==> config.mk <==
export PLATFORM = sky130hd
export DESIGN_NAME = uart_rx_ctrl_flat
export DESIGN_NICKNAME = d
export VERILOG_FILES = /design/src/rtl/uart_rx_ctrl_if.sv /design/src/rtl/uart_rx_ctrl.sv /design/src/flat_wrapper.sv
export SDC_FILE = /design/constraint.sdc
export NUM_CORES = 1
export LEC_CHECK = 0
export CORE_ASPECT_RATIO = 1.4
export CORE_MARGIN = 2
export CORE_UTILIZATION = 25
export CTS_CLUSTER_SIZE = 16
export DETAILED_ROUTE_END_ITERATION = 7
export SYNTH_ARGS = -nofsm -noshare
export SYNTH_HDL_FRONTEND = slang
export SYNTH_SLANG_ARGS = --single-unit
==> constraint.sdc <==
create_clock -name CLK -period 1.9 [get_ports CLK]
set_input_delay 0.19 -clock CLK [delete_from_list [all_inputs] [get_ports CLK]]
set_output_delay 0.19 -clock CLK [all_outputs]
set_load 0.02 [all_outputs]
==> src/rtl/uart_rx_ctrl_if.sv <==
// Checker-side bundle of the UART receive controller: strobes out, checker results in.
// Optional err_cnt member is present only when UART_RX_ERR_CNT_EN is defined.
interface uart_rx_ctrl_if #(
  parameter int unsigned PRESCALE_W = 6,
  parameter int unsigned BIT_CNT_W  = 4
);
  logic                  strt_glitch;
  logic                  par_err;
  logic                  stp_err;
  logic [PRESCALE_W-1:0] edge_cnt;
  logic [BIT_CNT_W-1:0]  bit_cnt;
  logic                  dat_samp_en;
  logic                  deser_en;
  logic                  strt_chk_en;
  logic                  par_chk_en;
  logic                  stp_chk_en;
  logic                  data_valid;
  logic                  par_err_flag;
  logic                  stp_err_flag;
`ifdef UART_RX_ERR_CNT_EN
  logic [7:0]            err_cnt;
`endif

  modport master (
    input  strt_glitch, par_err, stp_err,
    output edge_cnt, bit_cnt, dat_samp_en, deser_en, strt_chk_en,
           par_chk_en, stp_chk_en, data_valid, par_err_flag, stp_err_flag
`ifdef UART_RX_ERR_CNT_EN
    , output err_cnt
`endif
  );

  modport slave (
    output strt_glitch, par_err, stp_err,
    input  edge_cnt, bit_cnt, dat_samp_en, deser_en, strt_chk_en,
           par_chk_en, stp_chk_en, data_valid, par_err_flag, stp_err_flag
`ifdef UART_RX_ERR_CNT_EN
    , input err_cnt
`endif
  );
endinterface

==> src/rtl/uart_rx_ctrl.sv <==
// UART receiver frame sequencer: start detection, edge/bit counting, checker strobes.
// Define UART_RX_ERR_CNT_EN to add the saturating errored-frame counter (chk.err_cnt).
module uart_rx_ctrl #(
  parameter int unsigned DATA_WIDTH = 8,
  parameter int unsigned PRESCALE_W = 6,
  parameter int unsigned BIT_CNT_W  = 4
) (
  input  logic                  CLK,
  input  logic                  RST,
  input  logic                  RX_IN,
  input  logic                  PAR_EN,
  input  logic [PRESCALE_W-1:0] Prescale,
  uart_rx_ctrl_if.master        chk
);
  typedef enum logic [2:0] {IDLE, START, DATA, PARITY, STOP} state_t;

  state_t                state, state_nxt;
  logic [PRESCALE_W-1:0] p_reg, edge_q, presc_legal;
  logic                  pe_reg;
  logic [BIT_CNT_W-1:0]  bit_q;
  logic                  last_edge, data_done;
  logic                  strt_s, deser_s, par_s, stp_s;
  logic                  par_flag_q, stp_flag_q, dv_q;

  always_comb begin
    presc_legal = PRESCALE_W'(8);
    if (Prescale == PRESCALE_W'(16) || Prescale == PRESCALE_W'(32))
      presc_legal = Prescale;
  end

  assign last_edge = (edge_q == p_reg - PRESCALE_W'(1));
  assign data_done = (bit_q == BIT_CNT_W'(DATA_WIDTH));

  always_comb begin
    state_nxt = state;
    strt_s    = 1'b0;
    deser_s   = 1'b0;
    par_s     = 1'b0;
    stp_s     = 1'b0;
    case (state)
      IDLE:   if (!RX_IN) state_nxt = START;
      START:  if (last_edge) begin
                strt_s    = 1'b1;
                state_nxt = chk.strt_glitch ? IDLE : DATA;
              end
      DATA:   if (last_edge) begin
                deser_s = 1'b1;
                if (data_done) state_nxt = pe_reg ? PARITY : STOP;
              end
      PARITY: if (last_edge) begin
                par_s     = 1'b1;
                state_nxt = STOP;
              end
      STOP:   if (last_edge) begin
                stp_s     = 1'b1;
                state_nxt = IDLE;
              end
      default: state_nxt = IDLE;
    endcase
  end

  always_ff @(posedge CLK) begin
    if (RST) begin
      state      <= IDLE;
      edge_q     <= '0;
      bit_q      <= '0;
      p_reg      <= PRESCALE_W'(8);
      pe_reg     <= 1'b0;
      par_flag_q <= 1'b0;
      stp_flag_q <= 1'b0;
      dv_q       <= 1'b0;
    end else begin
      state <= state_nxt;
      dv_q  <= 1'b0;
      if (state == IDLE) begin
        bit_q <= '0;
        // The detection cycle itself counts as edge 0 of the start bit.
        if (!RX_IN) begin
          edge_q     <= PRESCALE_W'(1);
          p_reg      <= presc_legal;
          pe_reg     <= PAR_EN;
          par_flag_q <= 1'b0;
          stp_flag_q <= 1'b0;
        end else begin
          edge_q <= '0;
        end
      end else if (last_edge) begin
        edge_q <= '0;
        bit_q  <= (state_nxt == IDLE) ? '0 : bit_q + BIT_CNT_W'(1);
      end else begin
        edge_q <= edge_q + PRESCALE_W'(1);
      end
      if (par_s) par_flag_q <= chk.par_err;
      if (stp_s) begin
        stp_flag_q <= chk.stp_err;
        dv_q       <= ~chk.stp_err & ~par_flag_q;
      end
    end
  end

`ifdef UART_RX_ERR_CNT_EN
  logic [7:0] err_cnt_q;

  always_ff @(posedge CLK) begin
    if (RST)
      err_cnt_q <= '0;
    else if (stp_s && (chk.stp_err || par_flag_q) && err_cnt_q != 8'hFF)
      err_cnt_q <= err_cnt_q + 8'd1;
  end

  assign chk.err_cnt = err_cnt_q;
`endif

  // Strobes are suppressed while RST is sampled so a frame aborted by reset emits nothing.
  assign chk.strt_chk_en  = strt_s  & ~RST;
  assign chk.deser_en     = deser_s & ~RST;
  assign chk.par_chk_en   = par_s   & ~RST;
  assign chk.stp_chk_en   = stp_s   & ~RST;
  assign chk.dat_samp_en  = (state != IDLE);
  assign chk.edge_cnt     = edge_q;
  assign chk.bit_cnt      = bit_q;
  assign chk.data_valid   = dv_q;
  assign chk.par_err_flag = par_flag_q;
  assign chk.stp_err_flag = stp_flag_q;
endmodule

==> src/flat_wrapper.sv <==
// flat-port wrapper written by rule: the top's interface ports become plain ports
module uart_rx_ctrl_flat 
#(
  parameter int unsigned DATA_WIDTH = 8,
  parameter int unsigned PRESCALE_W = 6,
  parameter int unsigned BIT_CNT_W  = 4
)
  (CLK, RST, RX_IN, PAR_EN, Prescale, chk_strt_glitch, chk_par_err, chk_stp_err, chk_edge_cnt, chk_bit_cnt, chk_dat_samp_en, chk_deser_en, chk_strt_chk_en, chk_par_chk_en, chk_stp_chk_en, chk_data_valid, chk_par_err_flag, chk_stp_err_flag);
  uart_rx_ctrl_if #(.PRESCALE_W(PRESCALE_W), .BIT_CNT_W(BIT_CNT_W)) chk_i ();
  input  logic CLK;
  input  logic RST;
  input  logic RX_IN;
  input  logic PAR_EN;
  input  logic [PRESCALE_W-1:0] Prescale;
  input wire logic [$bits(chk_i.strt_glitch)-1:0] chk_strt_glitch;
  input wire logic [$bits(chk_i.par_err)-1:0] chk_par_err;
  input wire logic [$bits(chk_i.stp_err)-1:0] chk_stp_err;
  output wire logic [$bits(chk_i.edge_cnt)-1:0] chk_edge_cnt;
  output wire logic [$bits(chk_i.bit_cnt)-1:0] chk_bit_cnt;
  output wire logic [$bits(chk_i.dat_samp_en)-1:0] chk_dat_samp_en;
  output wire logic [$bits(chk_i.deser_en)-1:0] chk_deser_en;
  output wire logic [$bits(chk_i.strt_chk_en)-1:0] chk_strt_chk_en;
  output wire logic [$bits(chk_i.par_chk_en)-1:0] chk_par_chk_en;
  output wire logic [$bits(chk_i.stp_chk_en)-1:0] chk_stp_chk_en;
  output wire logic [$bits(chk_i.data_valid)-1:0] chk_data_valid;
  output wire logic [$bits(chk_i.par_err_flag)-1:0] chk_par_err_flag;
  output wire logic [$bits(chk_i.stp_err_flag)-1:0] chk_stp_err_flag;
  assign chk_i.strt_glitch = chk_strt_glitch;
  assign chk_i.par_err = chk_par_err;
  assign chk_i.stp_err = chk_stp_err;
  assign chk_edge_cnt = chk_i.edge_cnt;
  assign chk_bit_cnt = chk_i.bit_cnt;
  assign chk_dat_samp_en = chk_i.dat_samp_en;
  assign chk_deser_en = chk_i.deser_en;
  assign chk_strt_chk_en = chk_i.strt_chk_en;
  assign chk_par_chk_en = chk_i.par_chk_en;
  assign chk_stp_chk_en = chk_i.stp_chk_en;
  assign chk_data_valid = chk_i.data_valid;
  assign chk_par_err_flag = chk_i.par_err_flag;
  assign chk_stp_err_flag = chk_i.stp_err_flag;
  uart_rx_ctrl #(.DATA_WIDTH(DATA_WIDTH), .PRESCALE_W(PRESCALE_W), .BIT_CNT_W(BIT_CNT_W)) u_core (.CLK(CLK), .RST(RST), .RX_IN(RX_IN), .PAR_EN(PAR_EN), .Prescale(Prescale), .chk(chk_i));
endmodule
==> results of run 1 <==
[layout by cell type (no fill, tap or decap), drive strengths merged, types with 3 or more instances in the layout]
| master | netlist | final |
|---|---|---|
| dfxtp | 23 | 23 |
| xnor2 | 7 | 7 |
| nand2 | 5 | 5 |
| xor2 | 5 | 5 |
| ha | 4 | 4 |
| and3 | 5 | 5 |
| inv | 8 | 8 |
| o211ai | 3 | 3 |
| nor2 | 13 | 13 |
| nor3b | 4 | 4 |
| or4 | 3 | 3 |
| a21oi | 9 | 9 |
| nand2b | 3 | 3 |
| a32o | 3 | 3 |
| nor3 | 15 | 15 |
| clkdlybuf4s50 | 0 | 25 |
| o21ai | 4 | 4 |
| buf | 2 | 49 |
| clkbuf | 3 | 3 |
[layout make-up]
| cell class | count | area [sq um] |
|---|---|---|
| timing repair buffer | 75 | 661 |
| multi-input combinational | 112 | 955 |
| sequential | 23 | 469 |
| fill | 540 | 2870 |
| inverter | 8 | 35.0 |
| tap | 66 | 82.6 |
| clock inverter | 1 | 5.00 |
| clock buffer | 3 | 41.3 |
[worst register-to-register path, delay by kind of cell (launching register included)]
family	cells	cell delay (ns)
compound gates	2	0.22
flops	1	0.33
buf+inv	2	0.32
simple gates	3	0.99
[power by group]
part	switching, W	leakage (nW)	total, W	internal (W)
clock	0.000168	0.0255	0.000315	0.000147
sequential	0.00000475	0.189	0.000491	0.000486
combinational	0.0000677	0.682	0.000143	0.0000752
[cell families after synthesis]
kind of cell / count (synthesis)
simple gates: 62
buf+inv: 13
compound gates: 34
xor+xnor: 12
fa+ha+maj: 4
flops: 23
[metal layers]
metal | GRT usage, % | vias to the layer above | routed length (microns)
li1 | - | 700 | -
met1 | 16.0 | 656 | 1540
met2 | 26.3 | 27 | 2170
met3 | 1.26 | 7 | 114
met4 | 7.77 | 0 | 89
met5 | 0 | - | 0
[how the worst min path moves through the flow]
stage                                             endpoint  slack (ns)  cells after the start
after floorplan           u_core.chk.data_valid$_SDFF_PN0_        0.26                      1
after global placement    u_core.chk.data_valid$_SDFF_PN0_        0.45                      1
after detailed placement  u_core.chk.data_valid$_SDFF_PN0_        0.44                      1
after CTS                 u_core.chk.data_valid$_SDFF_PN0_        0.46                      1
after global routing            u_core.pe_reg$_SDFFE_PP0P_        0.47                      3
final                     u_core.chk.data_valid$_SDFF_PN0_        0.45                      1
[through the flow]
step	area, sq um	power [W]	hold slack, ns	std cells	utilization, %
3_3_place_gp	2020	0.000628	0.445	277	39.4
2_1_floorplan	1370	0.000558	0.261	148	-
6_report	2250	0.000949	0.454	288	43.9
4_1_cts	2140	0.000946	0.456	285	41.8
5_1_grt	2250	0.000990	0.474	288	43.9
3_5_place_dp	2020	0.000628	0.445	277	39.4
[timing repair]
item	CTS	global route
setup endpoints to repair	14	16
endpoints found under the hold margin	0	0
pin swaps	10	9
resized for setup	35	17
buffers inserted	5	4
==> results, run 1 <==
- TritonCTS created 3 clock buffers.
- Counting buffers and inverters, the worst setup path is 7 cells deep.
- The number of standard-cell rows in the floorplan is 31.
- The category of the worst setup path capture point is an output port.
- In this run the tool buffered the top-level ports with 30 buffer cells.
- The launch point of the critical path is u_core.p_reg[1]$_SDFFE_PP0P_.
- At the worst endpoint, the arrival time is 1.99 ns.
- The leading cell type by number of instances after synthesis is sky130_fd_sc_hd__dfxtp_1.
- Along the worst path, the maximum fanout reaches 2.
- The headroom to the max-slew limit is 74.5%.
- The worst setup skew after layout is 0.0126 ns.
- The area growth from synthesis to layout is 72.1%.
- Following the worst setup path forward leads to its endpoint at chk_stp_chk_en.
- The count of hold-fix buffers inserted at cts is 0.
- The startpoint of the tightest hold check path is u_core.chk.par_err_flag$_SDFFE_PP0P_.
- Entering global routing, the biggest net connects 14 pins.
- After synthesis, the most frequently instantiated cells are 23 x sky130_fd_sc_hd__dfxtp_1, 14 x sky130_fd_sc_hd__nor3_1, 11 x sky130_fd_sc_hd__nor2_1.
- The worst-margin pin slew is 0.382 ns.
- The signal on the critical path passes through buf_4 -> nor3_1 -> and3_4 -> o211ai_4 -> or4_4 -> inv_4 -> buf_6.
- The buffers plus inverters on the worst setup path is 3.
- After detailed routing, the total wire length is 3920 microns.
- The proportion of synthesized chip area in sequential cells is 35.2%.
- After synthesis, the cell types taking the most area are sky130_fd_sc_hd__dfxtp_1 35%, sky130_fd_sc_hd__nor3_1 5.4%, sky130_fd_sc_hd__xnor2_1 4.7%.
- The xor and xnor area share after synthesis is 8.05%.
- The post-synthesis cell count is 148.
- The routability congestion estimate is 0.853.
- The post-synthesis register bit count is 23.
- The first-iteration detailed-routing DRC count is 47.
- The synthesized netlist occupies a cell area of 0.00131 sq mm.
- The startpoint identified for the worst register-to-register timing path is u_core.p_reg[1]$_SDFFE_PP0P_.
- For this run the aggregate overflow at the end of global routing stands at 0.
- In this run the biggest area consumer among cell types represents 35.2% of the synthesized area.
- The worst setup margin is -0.275 ns.
- The clock sink total is 23.
- The via count of the first global-routing pass is 1344.
- The worst setup path is of the reg2out kind.
- The number of antenna diodes in the final layout is 0.
- The die footprint is 0.00583 sq mm.
- The I/O pin total is 31.
- The number of search-and-repair iterations in the first detailed-routing pass is 4.
- The initial antenna violation count is 0.
- The die span in x is 65.1 microns.
- The final reports fail on setup timing.
- For this configuration, the core starts out at a cell density of 25.5%.
- In this run the clock root is driven by a sky130_fd_sc_hd__clkbuf_8.
- sky130_fd_sc_hd__dfxtp_1 takes more of the synthesized area than any other cell.
- The via count is 1390.
- In this run the number of H-tree levels came out at 1.
- The number of synthesized flops with an enable pin is 0.
- The worst slack at placement is -0.531 ns.
- Summing the areas of all fa, ha and maj instances in the mapped netlist gives 3.83% of the synthesized area.
- The post-route DRC violation count is 0.
- The latest clock arrival within the worst-skew pair is 0.28 ns.
- The number of nets in the layout is 240.
- In the global route stage, overall resource usage came out at 14.2%.
- The number of max-slew violations in the final report came to 0.
- The first global-routing pass estimated 6270 microns of wire.
- Of the total synthesized cell area, the portion taken by AND, OR, NAND and NOR gates is 26.8%.
- The post-synthesis async set-or-reset flop share is 0%.
- After clock tree synthesis, the clock-pin slew on the worst setup and hold paths is 0.09 ns.
- The max capacitance violation total is 0.
- The synthesized net count is 165.
- The data required time of the critical path is 1.71 ns.
- In the synthesized netlist the dominant register cell turns out to be sky130_fd_sc_hd__dfxtp_1.
- The dominant combinational cell family by area after synthesis is simple AND/OR/NAND/NOR gates.
- For this design the ratio of total power to cell area is 422 mW/mm^2.
- The detail route stage leaves a number of antenna-violating nets equal to 0.
- The TritonCTS clock tree is built.
- Of the available clock period, the critical path in the final layout requires 114%.
- Setup violations remaining at the end of the flow were counted as 6.
- The cell family contributing the most delay on the critical path is simple AND/OR/NAND/NOR gates.
- The largest single stage delay on the critical path is 0.52 ns.
- The total count of hold-check failures in the final report is 0.
- After routing, the total negative slack on setup checks comes to -0.785 ns.
- For this design, the slowest cell found on the critical path is sky130_fd_sc_hd__or4_4.
- The run finished, with violations left.
- During synthesis, Yosys emitted a total of 0 warnings.
- Setup repair after global routing could not meet its margin everywhere.
- The kind of start point of the critical path is a flip-flop.
- The peak ir drop on the vdd network is 219 uV.
- For flop-to-flop paths, the worst setup slack is -0.03 ns.
- The worst path in the final design needs a cycle of 2.18 ns, including I/O delays and setup.
- The worst register-to-register path has a depth of 7.
- The min-delay analysis places its worst path in the category reg2reg.
- After detailed routing, the number of vias per cell comes to 4.83.
- Summed over all nets, the half-perimeter wirelength after detailed placement is 2900 microns.
- The die is 89.5 microns tall.
- The mean routed wirelength per cell is 13.6 microns.
- The share of post-route cells with drive strength above 1 is 41.0%.
- The endpoint identified for the worst register-to-register timing path is u_core.chk.bit_cnt[0]$_SDFFE_PP0N_.
- The average size of a mapped cell is 8.83 sq um.
- Summing the areas of all compound-gate instances in the mapped netlist gives 22.2% of the synthesized area.
- The analysis attributes to cell leakage a power of 0.896 nW.
- The core footprint is 0.00512 sq mm.
- The number of distinct standard cells referenced by the synthesized netlist is 47.
- The top achievable clock speed is 460 MHz.
- The longest clock path from root to sink contains 2 buffers.
- Of the post-synthesis cell area, the part taken by muxes is 0%.
Power figures use the tool's default switching activity.
==> run 2, diff against run 1 <==
- CORE_UTILIZATION: 25 -> 49
- PLACE_DENSITY: not set -> 0.79
- clock period: 1.9 -> 2.3 ns (I/O delays scaled with it)
==> run 2 against run 1 <==
Largest power group unchanged. Flip-flop and latch count stayed put. The run still ends with setup timing left. Register-to-register slack better by 0.30 ns. Die area shrank 47%. Sequential share of layout area increased by 3.4 points. Clock power fell by 37%.
==> results, run 2 (same netlist as run 1, synthesis figures left out) <==
- The final-layout setup total negative slack is -0.0395 ns.
- The total wire length after detailed routing is 3690 microns.
- Row generation in the floorplan step produced 22 rows.
- The number of placed cells counting well taps is 234.
- Data arrives at the worst endpoint at 2.11 ns.
- The via count is 1392.
- The vertical extent of the die is 65.1 microns.
- The initial antenna violation count came to 0.
- The die footprint is 0.00310 sq mm.
- Counting the buffers created by CTS gives 3.
- The via count of the first global-routing pass came to 1309.
- Summing all placed instances gives a cell area of 0.00183 sq mm.
- After detailed routing, the number of remaining DRC violations is 0.
- The number of setup violations in the final report is 1.
- The final HPWL from detailed placement is 2800 microns.
- For the finished layout, the period the worst path requires is 2.34 ns.
- The worst-case IR drop observed on VDD is 295 uV.
- Together, buffers and inverters on the worst path number 3.
- During placement, the flow inserted port buffers numbering 30.
- For this configuration, the core starts out at a cell density of 50.5%.
- In this run, post-CTS hold repair placed 0 buffers.
- The count of nets left with antenna violations once routing finished came out at 0.
- The repair_antennas step left the layout with diodes totalling 0.
- The mean routed wirelength per cell is 15.4 microns.
- The checks that failed: setup timing.
- The buffer levels on the longest clock path is 2.
- The clock-pin slew reported for the worst setup and hold paths after clock tree synthesis is 0.14 ns.
- The max capacitance violation total is 0.
- The design area is 0.00191 sq mm.
- The first global-routing pass estimated 5950 microns of wire.
- Setup repair after global routing could not meet its margin everywhere.
- At the end of routability-driven placement, the weighted congestion stood at 0.846.
- The die span in x is 47.6 microns.
- Of the available clock period, the critical path in the final layout requires 102%.
- The first routing iteration left 35 violations.
- Of the cells placed in the final design, the portion with a size suffix greater than 1 is 28.1%.
- The category of the worst setup path capture point is an output port.
- In the global route stage, overall resource usage came out at 26.2%.
- For the pin with the worst max-slew slack, the measured transition is 0.386 ns.
- For the worst setup path, the data required time is 2.07 ns.
- CTS saw 23 sinks.
- Traced cell by cell, the critical path runs through inv_2 -> ha_4 -> xnor2_2 -> nor2_2 -> o211ai_4 -> or4_4 -> inv_2 -> buf_6.
- At the later pin of the worst-skew pair, clock insertion delay measures 0.32 ns.
- The critical path's most frequent cell is sky130_fd_sc_hd__inv_2.
- The path class of the lowest-slack min-delay path is in2reg.
- The number of max-slew violations in the final report is 0.
- The TritonCTS clock tree is built.
- The number of nets in the layout is 221.
- The worst setup skew after layout is 0.0136 ns.
- The cell family with the largest share of critical-path delay is simple AND/OR/NAND/NOR gates.
- Based on the critical path, the design can be clocked at up to 427 MHz.
- The leftover overflow at the end of global routing is 0.
- The I/O pin total is 31.
- The worst setup margin is -0.0395 ns.
- In this run the standard cell core region covers 0.00259 sq mm.
- The worst setup path is launched from a flip-flop.
- For this design the static power due to leakage is 0.744 nW.
- In this run the clock root is driven by a sky130_fd_sc_hd__clkbuf_4.
- The category of the most critical setup path is reg2out.
- The total count of hold-check failures in the final report is 0.
- Hold is met by 0.461 ns.
- Dividing the detail-routed via count by the number of cells gives 5.82.
- The filler cells instantiated in the layout total 215.
- Entering global routing, the biggest net connects 20 pins.
- The flow ran to the end, but the final reports show violations.
- The leading cell type in the layout, fill and taps excluded is sky130_fd_sc_hd__buf_4.
- From synthesis to final layout, the design area changed by 46.0%.
- The power per cell area is 368 mW/mm^2.
- In this design, the stage delay of the slowest critical-path cell is 0.53 ns.
- In this run the number of H-tree levels came out at 1.
- The number of search-and-repair iterations in the first detailed-routing pass is 4.
- The highest-delay cell along the critical path is sky130_fd_sc_hd__or4_4.
- The final instance count without filler cells is 239.
- The top cell types in the final layout, fill and taps aside, are 27 x sky130_fd_sc_hd__buf_4, 26 x sky130_fd_sc_hd__clkdlybuf4s50_1, 21 x sky130_fd_sc_hd__dfxtp_1.
- Along the worst path, the maximum fanout reaches 2.
- The headroom to the max-slew limit is 74.2%.
[run 2: cell count changes in the layout (fill, tap and decap cells not counted), moves of 3 or more]
cell | previous run | this run
sky130_fd_sc_hd__buf_4 | 41 | 27
sky130_fd_sc_hd__buf_6 | 8 | 1
sky130_fd_sc_hd__nor3_1 | 7 | 12
sky130_fd_sc_hd__clkbuf_4 | 0 | 3
sky130_fd_sc_hd__clkbuf_8 | 3 | 0
sky130_fd_sc_hd__dfxtp_1 | 18 | 21
sky130_fd_sc_hd__nor3_2 | 6 | 3
[run 2: layer usage]
| metal | share of wire, % | global-route usage, % | up-vias |
|---|---|---|---|
| li1 | - | - | 667 |
| met1 | 38 | 31.3 | 666 |
| met2 | 55 | 45.8 | 46 |
| met3 | 3.8 | 3.85 | 13 |
| met4 | 2.8 | 8.78 | 0 |
| met5 | 0 | 0 | - |
[run 2: layout make-up]
type	count	area [sq um]	area share, %
clock inverter	1	7.51	0.394
inverter	8	30.0	1.57
multi-input combinational	112	855	44.8
sequential	23	463	24.3
clock buffer	3	22.5	1.18
timing repair buffer	56	484	25.4
tap	36	45.0	2.36
[run 2: repair_timing]
action                                  in CTS  in global routing
buffers inserted                             0                  1
pin swaps                                    1                  5
endpoints found under the setup margin       4                  5
gates resized for setup                     27                  9
[run 2: report_power, final]
| part | leakage [nW] | total, W | switching, W | internal, W |
|---|---|---|---|---|
| sequential | 0.187 | 0.000408 | 0.00000459 | 0.000403 |
| combinational | 0.543 | 0.0000973 | 0.0000485 | 0.0000489 |
| clock | 0.0139 | 0.000198 | 0.000131 | 0.0000665 |
| total | 0.744 | 0.000703 | 0.000184 | 0.000518 |
[run 2: final timing paths]
check                                       startpoint  depth (start not counted)                                  to  slack (ns)
hold reg to reg   u_core.chk.par_err_flag$_SDFFE_PP0P_                          1    u_core.chk.data_valid$_SDFF_PN0_        0.47
hold / removal                                  PAR_EN                          3          u_core.pe_reg$_SDFFE_PP0P_        0.46
setup reg to reg    u_core.chk.bit_cnt[0]$_SDFFE_PP0N_                          7  u_core.chk.bit_cnt[0]$_SDFFE_PP0N_        0.27
setup / recovery          u_core.p_reg[1]$_SDFFE_PP0P_                          8                      chk_stp_chk_en       -0.04
[run 2: stage by stage]
step / util (%) / power, W / setup slack [ns]
6_report: 73.7 / 0.000703 / -0.0395
5_1_grt: 73.7 / 0.000734 / -0.132
4_1_cts: 71.8 / 0.000701 / -0.0152
3_5_place_dp: 70.6 / 0.000509 / -0.216
3_3_place_gp: 70.6 / 0.000505 / -0.187
2_1_floorplan: - / 0.000458 / 0.0977
[run 2: worst register-to-register path, cell delays in order (launching register included)]
cell,delay (ns)
sky130_fd_sc_hd__dfxtp_1,0.44
sky130_fd_sc_hd__inv_1,0.07
sky130_fd_sc_hd__ha_1,0.19
sky130_fd_sc_hd__and3b_1,0.23
sky130_fd_sc_hd__o32a_1,0.32
sky130_fd_sc_hd__and3_1,0.20
sky130_fd_sc_hd__or4_1,0.40
sky130_fd_sc_hd__a21oi_1,0.13
